===== src/rtl/display_pkg.sv =====
// Shared constants for the multiplexed 7-segment display driver.
// Glyphs are active-low with bit6=g down to bit0=a.
package display_pkg;

  localparam int SEG_A = 0;
  localparam int SEG_B = 1;
  localparam int SEG_C = 2;
  localparam int SEG_D = 3;
  localparam int SEG_E = 4;
  localparam int SEG_F = 5;
  localparam int SEG_G = 6;

  localparam logic [6:0] SEG_BLANK = 7'b1111111;

  localparam logic [6:0] GLYPH_0 = 7'b1000000;
  localparam logic [6:0] GLYPH_1 = 7'b1111001;
  localparam logic [6:0] GLYPH_2 = 7'b0100100;
  localparam logic [6:0] GLYPH_3 = 7'b0110000;
  localparam logic [6:0] GLYPH_4 = 7'b0011001;
  localparam logic [6:0] GLYPH_5 = 7'b0010010;
  localparam logic [6:0] GLYPH_6 = 7'b0000010;
  localparam logic [6:0] GLYPH_7 = 7'b1111000;
  localparam logic [6:0] GLYPH_8 = 7'b0000000;
  localparam logic [6:0] GLYPH_9 = 7'b0010000;
  localparam logic [6:0] GLYPH_A = 7'b0001000;
  localparam logic [6:0] GLYPH_B = 7'b0000011;
  localparam logic [6:0] GLYPH_C = 7'b1000110;
  localparam logic [6:0] GLYPH_D = 7'b0100001;
  localparam logic [6:0] GLYPH_E = 7'b0000110;
  localparam logic [6:0] GLYPH_F = 7'b0001110;

endpackage


===== src/rtl/display_scan_driver_if.sv =====
// Datapath-side load bus plus board-side pin bundle of the scan driver.
interface display_scan_driver_if #(parameter int N_DIGITS = 4);
  logic [4*N_DIGITS-1:0] valor;
  logic                  cargar;
  logic [N_DIGITS-1:0]   dp_in;
  logic [N_DIGITS-1:0]   blank_in;
  logic                  lz_en;
  logic                  blink_en;
  logic [6:0]            seg_n;
  logic                  dp_n;
  logic [N_DIGITS-1:0]   an_n;

  modport master (output valor, cargar, dp_in, blank_in, lz_en, blink_en,
                  input  seg_n, dp_n, an_n);
  modport slave  (input  valor, cargar, dp_in, blank_in, lz_en, blink_en,
                  output seg_n, dp_n, an_n);
endinterface


===== src/rtl/hex_7seg.sv =====
// Combinational nibble to active-low 7-segment glyph.
module hex_7seg
  import display_pkg::*;
(
  input  logic [3:0] nib,
  output logic [6:0] seg
);
  always_comb begin
    seg = SEG_BLANK;
    case (nib)
      4'h0: seg = GLYPH_0;
      4'h1: seg = GLYPH_1;
      4'h2: seg = GLYPH_2;
      4'h3: seg = GLYPH_3;
      4'h4: seg = GLYPH_4;
      4'h5: seg = GLYPH_5;
      4'h6: seg = GLYPH_6;
      4'h7: seg = GLYPH_7;
      4'h8: seg = GLYPH_8;
      4'h9: seg = GLYPH_9;
      4'hA: seg = GLYPH_A;
      4'hB: seg = GLYPH_B;
      4'hC: seg = GLYPH_C;
      4'hD: seg = GLYPH_D;
      4'hE: seg = GLYPH_E;
      4'hF: seg = GLYPH_F;
      default: seg = SEG_BLANK;
    endcase
  end
endmodule


===== src/rtl/display_scan_driver.sv =====
// Time-multiplexed hex display driver: shadow register, digit scan, blanking,
// leading-zero suppression and blink, all outputs registered.
module display_scan_driver
  import display_pkg::*;
#(
  parameter int N_DIGITS    = 4,
  parameter int REFRESH_DIV = 50000,
  parameter int BLINK_DIV   = 250
) (
  input logic clk,
  input logic rst_n,
  display_scan_driver_if.slave bus
);
  localparam int CW = $clog2(REFRESH_DIV);
  localparam int BW = (BLINK_DIV > 1) ? $clog2(BLINK_DIV) : 1;
  localparam int IW = (N_DIGITS > 1) ? $clog2(N_DIGITS) : 1;
  localparam logic [CW-1:0] CNT_LAST   = CW'(REFRESH_DIV - 1);
  localparam logic [BW-1:0] BLINK_LAST = BW'(BLINK_DIV - 1);
  localparam logic [IW-1:0] IDX_LAST   = IW'(N_DIGITS - 1);

  logic [N_DIGITS-1:0][3:0] sh_val;
  logic [N_DIGITS-1:0]      sh_dp, sh_blank;
  logic [CW-1:0]            scan_cnt;
  logic [IW-1:0]            idx, idx_n;
  logic [BW-1:0]            blink_cnt;
  logic                     phase;
  logic                     tick, lz_zero, blank;
  logic [6:0]               glyph, seg_q;
  logic                     dp_q;
  logic [N_DIGITS-1:0]      an_q;

  assign tick  = (scan_cnt == CNT_LAST);
  assign idx_n = !tick ? idx : (idx == IDX_LAST) ? '0 : idx + 1'b1;

  always_ff @(posedge clk) begin
    if (!rst_n) begin
      sh_val    <= '0;
      sh_dp     <= '0;
      sh_blank  <= '0;
      scan_cnt  <= '0;
      idx       <= '0;
      blink_cnt <= '0;
      phase     <= 1'b0;
    end else begin
      if (bus.cargar) begin
        sh_val   <= bus.valor;
        sh_dp    <= bus.dp_in;
        sh_blank <= bus.blank_in;
      end
      scan_cnt <= tick ? '0 : scan_cnt + 1'b1;
      idx      <= idx_n;
      if (tick) begin
        if (blink_cnt == BLINK_LAST) begin
          blink_cnt <= '0;
          phase     <= ~phase;
        end else begin
          blink_cnt <= blink_cnt + 1'b1;
        end
      end
    end
  end

  // A digit is a leading zero when it and every more-significant nibble are zero.
  always_comb begin
    lz_zero = 1'b1;
    for (int k = 0; k < N_DIGITS; k++)
      if (k >= int'(idx_n) && sh_val[k] != 4'h0) lz_zero = 1'b0;
    blank = sh_blank[idx_n] | (bus.lz_en && idx_n != '0 && lz_zero);
  end

  hex_7seg u_hex (.nib(sh_val[idx_n]), .seg(glyph));

  // Segments are fed from the upcoming index so they settle while the
  // anodes are dark for the one dead cycle after each digit tick.
  always_ff @(posedge clk) begin
    if (!rst_n) begin
      seg_q <= SEG_BLANK;
      dp_q  <= 1'b1;
      an_q  <= '1;
    end else begin
      seg_q <= blank ? SEG_BLANK : glyph;
      dp_q  <= blank | ~sh_dp[idx_n];
      an_q  <= (tick || (bus.blink_en && phase)) ? '1 : ~(N_DIGITS'(1) << idx_n);
    end
  end

  assign bus.seg_n = seg_q;
  assign bus.dp_n  = dp_q;
  assign bus.an_n  = an_q;
endmodule


===== src/flat_wrapper.sv =====
// flat-port wrapper written by rule: the top's interface ports become plain ports
module display_scan_driver_flat import display_pkg::*;
#(
  parameter int N_DIGITS    = 4,
  parameter int REFRESH_DIV = 50000,
  parameter int BLINK_DIV   = 250
)
  (clk, rst_n, bus_valor, bus_cargar, bus_dp_in, bus_blank_in, bus_lz_en, bus_blink_en, bus_seg_n, bus_dp_n, bus_an_n);
  display_scan_driver_if #(.N_DIGITS(N_DIGITS)) bus_i ();
  input logic clk;
  input logic rst_n;
  input wire logic [$bits(bus_i.valor)-1:0] bus_valor;
  input wire logic [$bits(bus_i.cargar)-1:0] bus_cargar;
  input wire logic [$bits(bus_i.dp_in)-1:0] bus_dp_in;
  input wire logic [$bits(bus_i.blank_in)-1:0] bus_blank_in;
  input wire logic [$bits(bus_i.lz_en)-1:0] bus_lz_en;
  input wire logic [$bits(bus_i.blink_en)-1:0] bus_blink_en;
  output wire logic [$bits(bus_i.seg_n)-1:0] bus_seg_n;
  output wire logic [$bits(bus_i.dp_n)-1:0] bus_dp_n;
  output wire logic [$bits(bus_i.an_n)-1:0] bus_an_n;
  assign bus_i.valor = bus_valor;
  assign bus_i.cargar = bus_cargar;
  assign bus_i.dp_in = bus_dp_in;
  assign bus_i.blank_in = bus_blank_in;
  assign bus_i.lz_en = bus_lz_en;
  assign bus_i.blink_en = bus_blink_en;
  assign bus_seg_n = bus_i.seg_n;
  assign bus_dp_n = bus_i.dp_n;
  assign bus_an_n = bus_i.an_n;
  display_scan_driver #(.N_DIGITS(N_DIGITS), .REFRESH_DIV(REFRESH_DIV), .BLINK_DIV(BLINK_DIV)) u_core (.clk(clk), .rst_n(rst_n), .bus(bus_i));
endmodule

===== config.mk =====
export PLATFORM = sky130hd
export DESIGN_NAME = display_scan_driver_flat
export DESIGN_NICKNAME = d
export VERILOG_FILES = /design/src/rtl/display_pkg.sv /design/src/rtl/display_scan_driver_if.sv /design/src/rtl/hex_7seg.sv /design/src/rtl/display_scan_driver.sv /design/src/flat_wrapper.sv
export SDC_FILE = /design/constraint.sdc
export NUM_CORES = 1
export LEC_CHECK = 0
export ABC_CLOCK_PERIOD_IN_PS = 8100
export BUFFER_PORTS_ARGS = -buffer_cell sky130_fd_sc_hd__buf_2
export CORE_MARGIN = 2
export CORE_UTILIZATION = 40
export CTS_CLUSTER_DIAMETER = 50
export DETAILED_ROUTE_END_ITERATION = 10
export GPL_TIMING_DRIVEN = 0
export PLACE_DENSITY = 0.67
export REMOVE_ABC_BUFFERS = 1
export SYNTH_ARGS = -nofsm -noshare
export SYNTH_HDL_FRONTEND = slang
export SYNTH_HIERARCHICAL = 1
export SYNTH_SLANG_ARGS = --single-unit

===== constraint.sdc =====
create_clock -name clk -period 8.1 [get_ports clk]
set_input_delay 0.405 -clock clk [delete_from_list [all_inputs] [get_ports clk]]
set_output_delay 0.405 -clock clk [all_outputs]
set_load 0.03 [all_outputs]

======== Word level (Yosys, flattened, before mapping) ========
Memories as Yosys holds them, arrays and structs flattened. A register that Yosys moved wholly into a read port is not among the register bits.
Index checks and enable logic that the tools add are counted.
word-level totals
  register bits ........................... 56
  bits in latches ......................... 0
  RAM bits ................................ 0
  memory bits (read-only) ................. 112
  output and inout bits ................... 12
  logic and storage cells ................. 59
  memories kept ........................... 1
memories
  name              words  width  read ports  clocked after Yosys merged registers in  write ports  RTL line        source
  (name not given)  16     7      1           1                                        0            hex_7seg.sv:10  case (nib)
operators by class
  add/subtract/negate cells ............... 3
  multiply operators ...................... 0
  div/mod/pow operators ................... 0
  $lt $le $gt $ge ......................... 4
  equal/unequal tests ..................... 3
  shifts and indexed selects .............. 1
  mux-type cells .......................... 13
  bitwise operators ....................... 6
  reductions and logical operators ........ 16
operators by type and width
  cell                                                                           count
  16-bit by 1-bit adder with 16-bit output (second input constant)               1
  16-bit == test (second input constant)                                         1
  4-bit nonzero test                                                             4
  8-bit by 1-bit adder with 8-bit output (second input constant)                 1
  4-bit binary-select mux with 2-bit select                                      1
  8-bit == test (second input constant)                                          1
  8-bit two-way mux                                                              1
  1-bit logical AND                                                              6
  1-bit two-way mux                                                              6
  2-bit OR reduction                                                             3
  1-bit binary-select mux with 2-bit select                                      2
  1-bit by 2-bit >= comparator with 1-bit output (first input constant)          2
  2-bit two-way mux                                                              2
  4-bit two-way mux                                                              1
  4-bit NOT                                                                      1
  1-bit by 2-bit << shifter with 4-bit output (first input constant)             1
  2-bit by 3-bit less-than comparator with 1-bit output (second input constant)  1
  1-bit NOT                                                                      3
  2-bit by 1-bit adder with 2-bit output (second input constant)                 1
  2-bit == test (second input constant)                                          1
  2-bit >= comparator (first input constant)                                     1
  1-bit bitwise OR                                                               2
  2-bit AND reduction                                                            1
  2-bit nonzero test                                                             1
  1-bit logical OR                                                               1

======== Logic depth before layout (Yosys ltp) ========
Gate-level depths: netlist (run 1).
  word-level depth ........................ 12
  mapped depth ............................ 15

======== Hierarchy ========
Netlist (run 1), hierarchy kept.
modules (own cells, without submodules)
  module               instances  cells an instance  area each (um2)  sequential area each (um2)
  display_scan_driver  1          276                2,635.0          1,261.2
  hex_7seg             1          32                 275.3            0.0

======== Worst setup path before layout (run 1) ========
Ideal clock, no wire load.
  kind .................................... register -> register
  from .................................... reg u_core.scan_cnt[0]
  to ...................................... reg u_core.seg_q[3], in the netlist u_core/bus.seg_n[3]
  library setup time ...................... 120 ps
  data arrival time ....................... 3,360 ps
  slack ................................... 4,620 ps
  cell stages (with the launch flop) ...... 15
  path buffers ............................ 3
  period minus slack after synthesis ...... 3,480 ps
  cells stage by stage .................... dfxtp_1 ha_1 and3_1 and4_1 buf_6 mux2i_1 buf_2 buf_2 a211oi_1 a21oi_1 inv_1 ha_1 inv_1 mux4_1 or2_1
on the way
  longest elaborated chain between the ends .. 11
  elaborated cells on any way between the ends .. 21
  classes of those cells .................. order compare: 3; eq/ne: 1; mux: 9; bitwise: 1; reduce/logical: 7
RTL lines
  item                                            RTL line                   source
  start, declared                                 display_scan_driver.sv:23  logic [CW-1:0] scan_cnt;
  start signal, assigned                          display_scan_driver.sv:50  scan_cnt <= tick ? '0 : scan_cnt + 1'b1;
  16-bit == test *                                display_scan_driver.sv:32  assign tick = (scan_cnt == CNT_LAST);
  2-bit two-way mux *                             display_scan_driver.sv:33  assign idx_n = !tick ? idx : (idx == IDX_LAST) ? '0 : idx + 1'b1;
  1-bit by 2-bit >= comparator with 1-bit output  display_scan_driver.sv:67  if (k >= int'(idx_n) && sh_val[k] != 4'h0) lz_zero = 1'b0;
  1-bit logical AND                               display_scan_driver.sv:67
  1-bit two-way mux (4 in a row)                  display_scan_driver.sv:67
  1-bit logical AND                               display_scan_driver.sv:68  blank = sh_blank[idx_n] | (bus.lz_en && idx_n != '0 && lz_zero);
  1-bit bitwise OR                                display_scan_driver.sv:68
  2-bit OR reduction (no line)                    -
  end, declared                                   display_scan_driver.sv:28  logic [6:0] glyph, seg_q;
Every way passes the cells marked *; elsewhere a longest branch is shown, timed or not. The select of a mux whose other input is x is not followed.
A chain may end at the register's enable or synchronous reset.

======== Worst setup path in the final report (run 1) ========
Same ends and word-level chain as after synthesis.

==> results.md, run 1 <==
* Initial antenna violation count at 0
* Routed via count at 2171
* Synth Warn # at 6
* Cell at the slowest stage of the critical path: mux2i_2
* Share of layout cells above drive strength 1 at 0.1829
* Combinational Power Share at 0.088
* Hold Path Origin: bus_valor[1]
* Vias in the first global route at 1949
* Total gr overflow at 0
* Nets@finish at 385
* Startpoint Class: flip-flop
* Ys async rst share at 0
* Relative slew slack at 0.2908
* Seq pwr share at 0.473
* Synth cell types at 43
* Initial core utilization at 0.4078
* Power Internal at 538.7 uW
* Routability cong. at 0.7959
* Final antenna-violating net count at 0
* Post-CTS Hold Fix Bufs at 0
* Crit Path Max Fanout at 15
* H-Tree Depth at 3
* Average wire per standard cell at 12.12 um
* CTS buffer count at 9
* Core footprint at 7137 um2
* Least-Margin Pin Slew at 1.064 ns
* Area contributors post-synth: dfxtp_1 43%, mux2i_1 12%, nor2_1 8.6%, ha_1 4.7%, xor2_1 4.2%
* Final hold vios at 0
* DRC violation count after routing at 0
* Root Buffer Master: clkbuf_8
* Syn Area/Cell at 9.449 um2
* DP HPWL at 3830 um
* Global-route wire length before repair at 8894 um
* Worst path max stage delay at 0.74 ns
* CP startpoint: u_core/scan_cnt[0]$_SDFF_PP0_
* NetSw at 156.1 uW
* Setup crit end kind: flip-flop
* Cts repair resizes at 0
* Setup CP Type: reg -> reg
* CP Cell Sequence: ha_1 -> and3_1 -> and4_1 -> mux2i_2 -> buf_6 -> mux2i_1 -> a21oi_1 -> inv_1 -> ha_1 -> inv_1 -> mux4_1 -> or2_1
* I/O pins at 41
* Clock power frac at 0.439
* Status: finished clean
* Power density cells at 204.5 nW/um2
* Clk_lat worst skew at 0.33 ns
* Clk sinks at 63
* Area Overhead vs Synth at 16.72%
* Final min period at 4.302 ns
* Layout Cells excl Fill at 449
* Postcts setup bufs at 0
* MaxCap Viol Count at 0
* Syn Std Cell Area at 2910 um2
* Number of cells after detailed placement at 433
* Reg clk slew, reported paths at 0.07 ns
* Sw frac at 0.2247
* Main synth FF type: dfxtp_1
* DRT Wirelength at 5442 um
* Drt via density at 4.835
* TNS Setup at 0 ns
* Fin. max-slew vios at 0
* Worst IR Drop VDD at 62.36 uV
* Sequential share of the synthesized area at 0.4334
* Final period utilization at 0.5311
* Critical R2R Launch: u_core/scan_cnt[0]$_SDFF_PP0_
* Synth Instances at 308
* Worst Clk Skew at 0.005985 ns
* Share of the synthesized area in the top cell type at 0.4334
* Number of synthesized flops with an enable pin at 0
* First-pass iteration count of the detailed router at 4
* Pin count of the biggest net entering global routing at 31
* Final Power at 694.8 uW
* Row count at 31
* Die Span Y at 89.30 um
* Final setup vio count at 0
* Required @ worst endpoint at 8.33 ns
* Highest Clock Rate at 232.5 MHz
* Clk buf depth at 2
* Unrepaired setup endpoints after global routing: no
* Crit path DAT at 4.53 ns
* Synth Register Bits at 63
* TritonCTS clock tree: yes
* GRT Util Overall at 0.1460
* Yosys top cell by area: dfxtp_1
* I/O Buffers at 40
* # diodes at 0
* Leakage at 1.459 nW
* DR iter-0 viols at 101
* Hold crit path type: in -> reg
* Die width at 89.30 um
* Die ar. at 7974 um2
## cells in the mapped netlist (all sizes together), types with 6 or more instances
cell	count
a21oi	6
buf	8
clkbuf	7
dfxtp	63
ha	11
inv	6
mux2i	37
nand2	15
nand3	9
nor2	67
or2	8
xnor2	8
xor2	14
## flip-flops by register name (all words and copies together) (netlist names)
| register | count |
|---|---|
| u_core/scan_cnt | 16 |
| u_core/phase | 1 |
| u_core/sh_blank | 4 |
| u_core/sh_val | 16 |
| u_core/blink_cnt | 8 |
| u_core/sh_dp | 4 |
| u_core/idx | 2 |
| u_core/bus.an_n | 4 |
| u_core/bus.dp_n | 1 |
| u_core/bus.seg_n | 7 |
## kinds of logic after synthesis
| family | Yosys count | synth area share |
|---|---|---|
| muxes | 40 | 0.1466 |
| and+or+nand+nor | 130 | 0.2137 |
| DFF | 63 | 0.4334 |
| buffers and inverters | 21 | 0.03397 |
| AOI/OAI and AO/OA | 21 | 0.05890 |
| adders and majority gates | 11 | 0.04729 |
| xor gates and xnor gates | 22 | 0.06621 |
## final cells by class
| cell class | count | area (um2) |
|---|---|---|
| Clock buffer | 13 | 158.9 |
| Fill cell | 706 | 3740 |
| Sequential cell | 63 | 1261 |
| Inverter | 6 | 22.52 |
| Tap cell | 99 | 123.9 |
| Timing Repair Buffer | 41 | 211.5 |
| Clock inverter | 3 | 65.06 |
| Multi-Input combinational cell | 224 | 1554 |
## critical path, delay by kind of cell (launching register included)
kind            cells  cell delay (ns)
compound gates      1             0.45
flops               1             0.37
mux                 3             1.28
simple gates        3             1.08
buf+inv             3             0.50
fa+ha+maj           2             0.51
## cell usage in the layout, fill, tap and decap left out, types with 5 or more instances in the layout
cell type / Yosys / final
a211oi_1: 5 / 5
a21oi_1: 6 / 6
buf_2: 4 / 40
clkbuf_8: 0 / 11
dfxtp_1: 63 / 63
ha_1: 11 / 11
inv_1: 6 / 6
mux2i_1: 36 / 35
nand2_1: 15 / 15
nand3_1: 9 / 9
nor2_1: 67 / 67
nor2b_1: 5 / 5
or2_1: 7 / 7
xnor2_1: 8 / 8
xor2_1: 14 / 14
## metrics by stage
| step | instance area, um2 | utilization | setup slack (ns) | hold WS, ns |
|---|---|---|---|---|
| detailed placement | 3173 | 0.4446 | 3.817 | 0.4549 |
| global placement | 3158 | 0.4425 | 3.056 | 0.4410 |
| global route | 3397 | 0.4760 | 3.422 | 0.3049 |
| CTS | 3397 | 0.4760 | 3.785 | 0.2819 |
| finish | 3397 | 0.4760 | 3.798 | 0.3047 |
| floorplan | 2834 | - | 3.900 | 0.4261 |
## path summary, 6_finish.rpt
path,to,slack (ns),cells after the start
min reg2reg,u_core/scan_cnt[0]$_SDFF_PP0_,0.46,1
max,u_core/bus.seg_n[3]$_SDFF_PP1_,3.80,12
max reg2reg,u_core/bus.seg_n[3]$_SDFF_PP1_,3.80,12
min,u_core/sh_val[1]$_SDFFE_PN0P_,0.30,3
## routing by layer
| metal | vias up | track usage | share of wire |
|---|---|---|---|
| met5 | - | 0 | 0 |
| met4 | 0 | 0.07734 | 0.013 |
| met3 | 6 | 0.03601 | 0.033 |
| met2 | 40 | 0.2343 | 0.48 |
| met1 | 1003 | 0.1806 | 0.47 |
| li1 | 1122 | - | - |
## power groups by stage
stage	logic [mW]	clock network, mW	registers (mW)
floorplan	0.0331	0	0.343
global placement	0.0609	0	0.335
detailed placement	0.0620	0	0.336
CTS	0.0624	0.314	0.329
global route	0.0686	0.327	0.330
finish	0.0614	0.305	0.329
Power figures use the tool's default switching activity.
==> run 2: changes to the inputs <==
--- a/config.mk
+++ b/config.mk
@@ -5,7 +5,8 @@
 export SDC_FILE = /design/constraint.sdc
 export NUM_CORES = 1
 export LEC_CHECK = 0
-export ABC_CLOCK_PERIOD_IN_PS = 8100
+export ABC_AREA = 1
+export ABC_CLOCK_PERIOD_IN_PS = 4000
 export BUFFER_PORTS_ARGS = -buffer_cell sky130_fd_sc_hd__buf_2
 export CORE_MARGIN = 2
 export CORE_UTILIZATION = 40
==> constraint.sdc (replaced) <==
create_clock -name clk -period 4 [get_ports clk]
set_input_delay 0.2 -clock clk [delete_from_list [all_inputs] [get_ports clk]]
set_output_delay 0.2 -clock clk [all_outputs]
set_load 0.03 [all_outputs]
==> results.md, run 2 <==
* Final period utilization at 0.6661
* Number of cells after detailed placement at 540
* Synth Area in XOR/XNOR at 0.01144
* Drt via density at 4.784
* Share of the synthesized area in the top cell type at 0.4118
* Routability cong. at 0.8357
* Area Overhead vs Synth at 16.22%
* TNS Setup at 0 ns
* Regs by FF count: u_core/scan_cnt: 16 flops, u_core/sh_val: 16 flops, u_core/blink_cnt: 8 flops
* I/O pins at 41
* H-Tree Depth at 3
* R2r setup slk at 1.34 ns
* Highest Clock Rate at 375.3 MHz
* Worst setup margin at 1.336 ns
* Adder-Cell Fraction of Synth Area at 0.04493
* Reg clk slew, reported paths at 0.08 ns
* Power density cells at 396.3 nW/um2
* Yosys top cell by area: dfxtp_1
* Main synth FF type: dfxtp_1
* DRT Wirelength at 6350 um
* Nets@finish at 492
* Total gr overflow at 0
* Hold WS at 0.07365 ns
* Startpoint Class: flip-flop
* Vias in the first global route at 2441
* Post-CTS Hold Fix Bufs at 0
* Crit Path Max Fanout at 12
* Relative slew slack at 0.5014
* Setup CP Type: reg -> reg
* Syn Area/Cell at 7.452 um2
* Root Buffer Master: clkbuf_8
* Core footprint at 7331 um2
* GRT Util Overall at 0.1641
* Share of layout cells above drive strength 1 at 0.1991
* Final setup vio count at 0
* Synth Area in Compound Gates at 0.1087
* Die Span Y at 91.51 um
* CTS buffer count at 9
* Routed via count at 2660
* I/O Buffers at 40
* Unrepaired setup endpoints after global routing: no
* Setup crit end kind: flip-flop
* Synth Register Bits at 63
* Clk sinks at 63
* Sequential share of the synthesized area at 0.4118
* Die ar. at 8373 um2
* Row count at 31
* Fillers at 726
* Cell with the most instances after synthesis: nor2_1
* Clk_lat worst skew at 0.34 ns
* Reg2Reg Depth at 16
* Status: finished clean
* Ys async rst share at 0
* Postcts setup bufs at 0
* Main combinational cell family by area after synthesis: simple AND/OR/NAND/NOR gates
* Worst r2r dst: u_core/bus.seg_n[0]$_SDFF_PP1_
* DR iter-0 viols at 132
* Initial antenna violation count at 0
* CP Capture Point: u_core/bus.seg_n[0]$_SDFF_PP1_
* # diodes at 0
* Synth Warn # at 6
* Synth Instances at 411
* DP HPWL at 4586 um
* CP startpoint: u_core/scan_cnt[0]$_SDFF_PP0_
* Initial core utilization at 0.4178
* Die width at 91.51 um
* First-pass iteration count of the detailed router at 4
* Clk buf depth at 2
* Post-Synth Simple-Gate Area at 0.3472
* TritonCTS clock tree: yes
* Fin. max-slew vios at 0
* Final min period at 2.665 ns
* Critical R2R Launch: u_core/scan_cnt[0]$_SDFF_PP0_
* Area contributors post-synth: dfxtp_1 41%, nor2_1 8.0%, nand2_1 7.7%, o21ai_0 5.7%, inv_1 5.5%
* Pre-CTS WS at 1.362 ns
* Syn Std Cell Area at 3063 um2
* Synth cell types at 35
* Global-route wire length before repair at 11020 um
* DRC violation count after routing at 0
* Layout Cells excl Fill at 556
* Worst Clk Skew at 0.01025 ns
* Commonest non-fill, non-tap cell in the layout: nor2_1
* Pin count of the biggest net entering global routing at 29
* Average wire per standard cell at 11.42 um
* Leakage at 1.563 nW
* Required @ worst endpoint at 4.21 ns
* Cts repair resizes at 0
* Number of synthesized flops with an enable pin at 0
* Final hold vios at 0
* Synth top cells by count: 65 x nor2_1, 63 x dfxtp_1, 63 x nand2_1, 45 x inv_1, 35 x o21ai_0
* Least-Margin Pin Slew at 0.7433 ns
* Worst IR Drop VDD at 291.3 uV
* Final antenna-violating net count at 0
* MaxCap Viol Count at 0
* Mux cell area share after synthesis at 0
* Hold crit path type: in -> reg
* Commonest cells after routing, fill and taps aside: 65 x nor2_1, 63 x nand2_1, 63 x dfxtp_1
* Crit path DAT at 2.88 ns
[run 2: cell types whose count changed in the layout (fill, tap and decap cells not counted), sizes merged, moves of 10 or more]
| cell | before | now |
|---|---|---|
| a21oi | 6 | 20 |
| nand3 | 9 | 37 |
| inv | 6 | 48 |
| nand2 | 15 | 72 |
| mux2i | 37 | 0 |
| xor2 | 14 | 1 |
| nor2 | 67 | 77 |
| o21ai | 2 | 38 |
| nor3 | 3 | 13 |
[run 2: how the worst min path moves through the flow]
stage	end	from	cells past startpoint
final	u_core/sh_val[2]$_SDFFE_PN0P_	bus_valor[2]	3
after global routing	u_core/sh_val[14]$_SDFFE_PN0P_	bus_valor[14]	3
after CTS	u_core/sh_val[2]$_SDFFE_PN0P_	bus_valor[2]	3
after floorplan	u_core/sh_val[12]$_SDFFE_PN0P_	bus_valor[12]	2
after detailed placement	u_core/sh_val[2]$_SDFFE_PN0P_	bus_valor[2]	3
after global placement	u_core/sh_dp[0]$_SDFFE_PN0P_	bus_dp_in[0]	3
[run 2: kinds of logic (layout without fill, tap and decap cells)]
| logic type | Yosys count | in the layout |
|---|---|---|
| flip-flops | 63 | 63 |
| adder cells (fa/ha/maj) | 11 | 11 |
| AND/OR/NAND/NOR | 211 | 211 |
| XOR/XNOR | 4 | 4 |
| AO/OA/AOI/OAI | 63 | 63 |
| buffers and inverters | 59 | 105 |
[run 2: routing by layer]
| layer | GRT usage | routed length, um | up-vias |
|---|---|---|---|
| li1 | - | - | 1409 |
| met1 | 0.2188 | 3107 | 1200 |
| met3 | 0.04066 | 241 | 4 |
| met4 | 0.07828 | 61 | 0 |
| met5 | 0 | 0 | - |
| met2 | 0.2475 | 2939 | 47 |
[run 2: per-stage QoR]
stage            util  instance area (um2)  total power [mW]
3_3_place_gp   0.4554                 3338            0.8131
2_1_floorplan       -                 3014            0.7685
4_1_cts        0.4856                 3560             1.428
3_5_place_dp   0.4554                 3338            0.8161
5_1_grt        0.4856                 3560             1.476
6_report       0.4856                 3560             1.411
[run 2: cell type report]
type	count	area, um2	share of cell area
Clock inverter	7	97.59	0.02742
Timing Repair Buffer	40	200.2	0.05624
Inverter	49	183.9	0.05167
Sequential cell	63	1261	0.3543
Multi-Input combinational cell	289	1569	0.4408
Tap cell	99	123.9	0.03480
Clock buffer	9	123.9	0.03480
[run 2: where the power goes]
group | leakage, nW | total (mW) | internal (mW) | switching [mW]
Combinational | 0.940 | 0.133 | 0.0465 | 0.0860
Clock | 0.105 | 0.609 | 0.351 | 0.258
Sequential | 0.517 | 0.669 | 0.655 | 0.0142
[run 2: worst max-delay path, stage by stage (launching register included)]
cell and delay, ns:
dfxtp_1 0.36, ha_1 0.23, nand3_4 0.14, nor2_2 0.19, nand2_2 0.11, nand2_1 0.09, nand2_2 0.10, nand2_1 0.11
nor2_1 0.05, a21oi_1 0.12, nand3_1 0.37, inv_1 0.29, nand2_1 0.10, nand3_1 0.08, nand2_1 0.06, inv_1 0.05
nand3_1 0.07
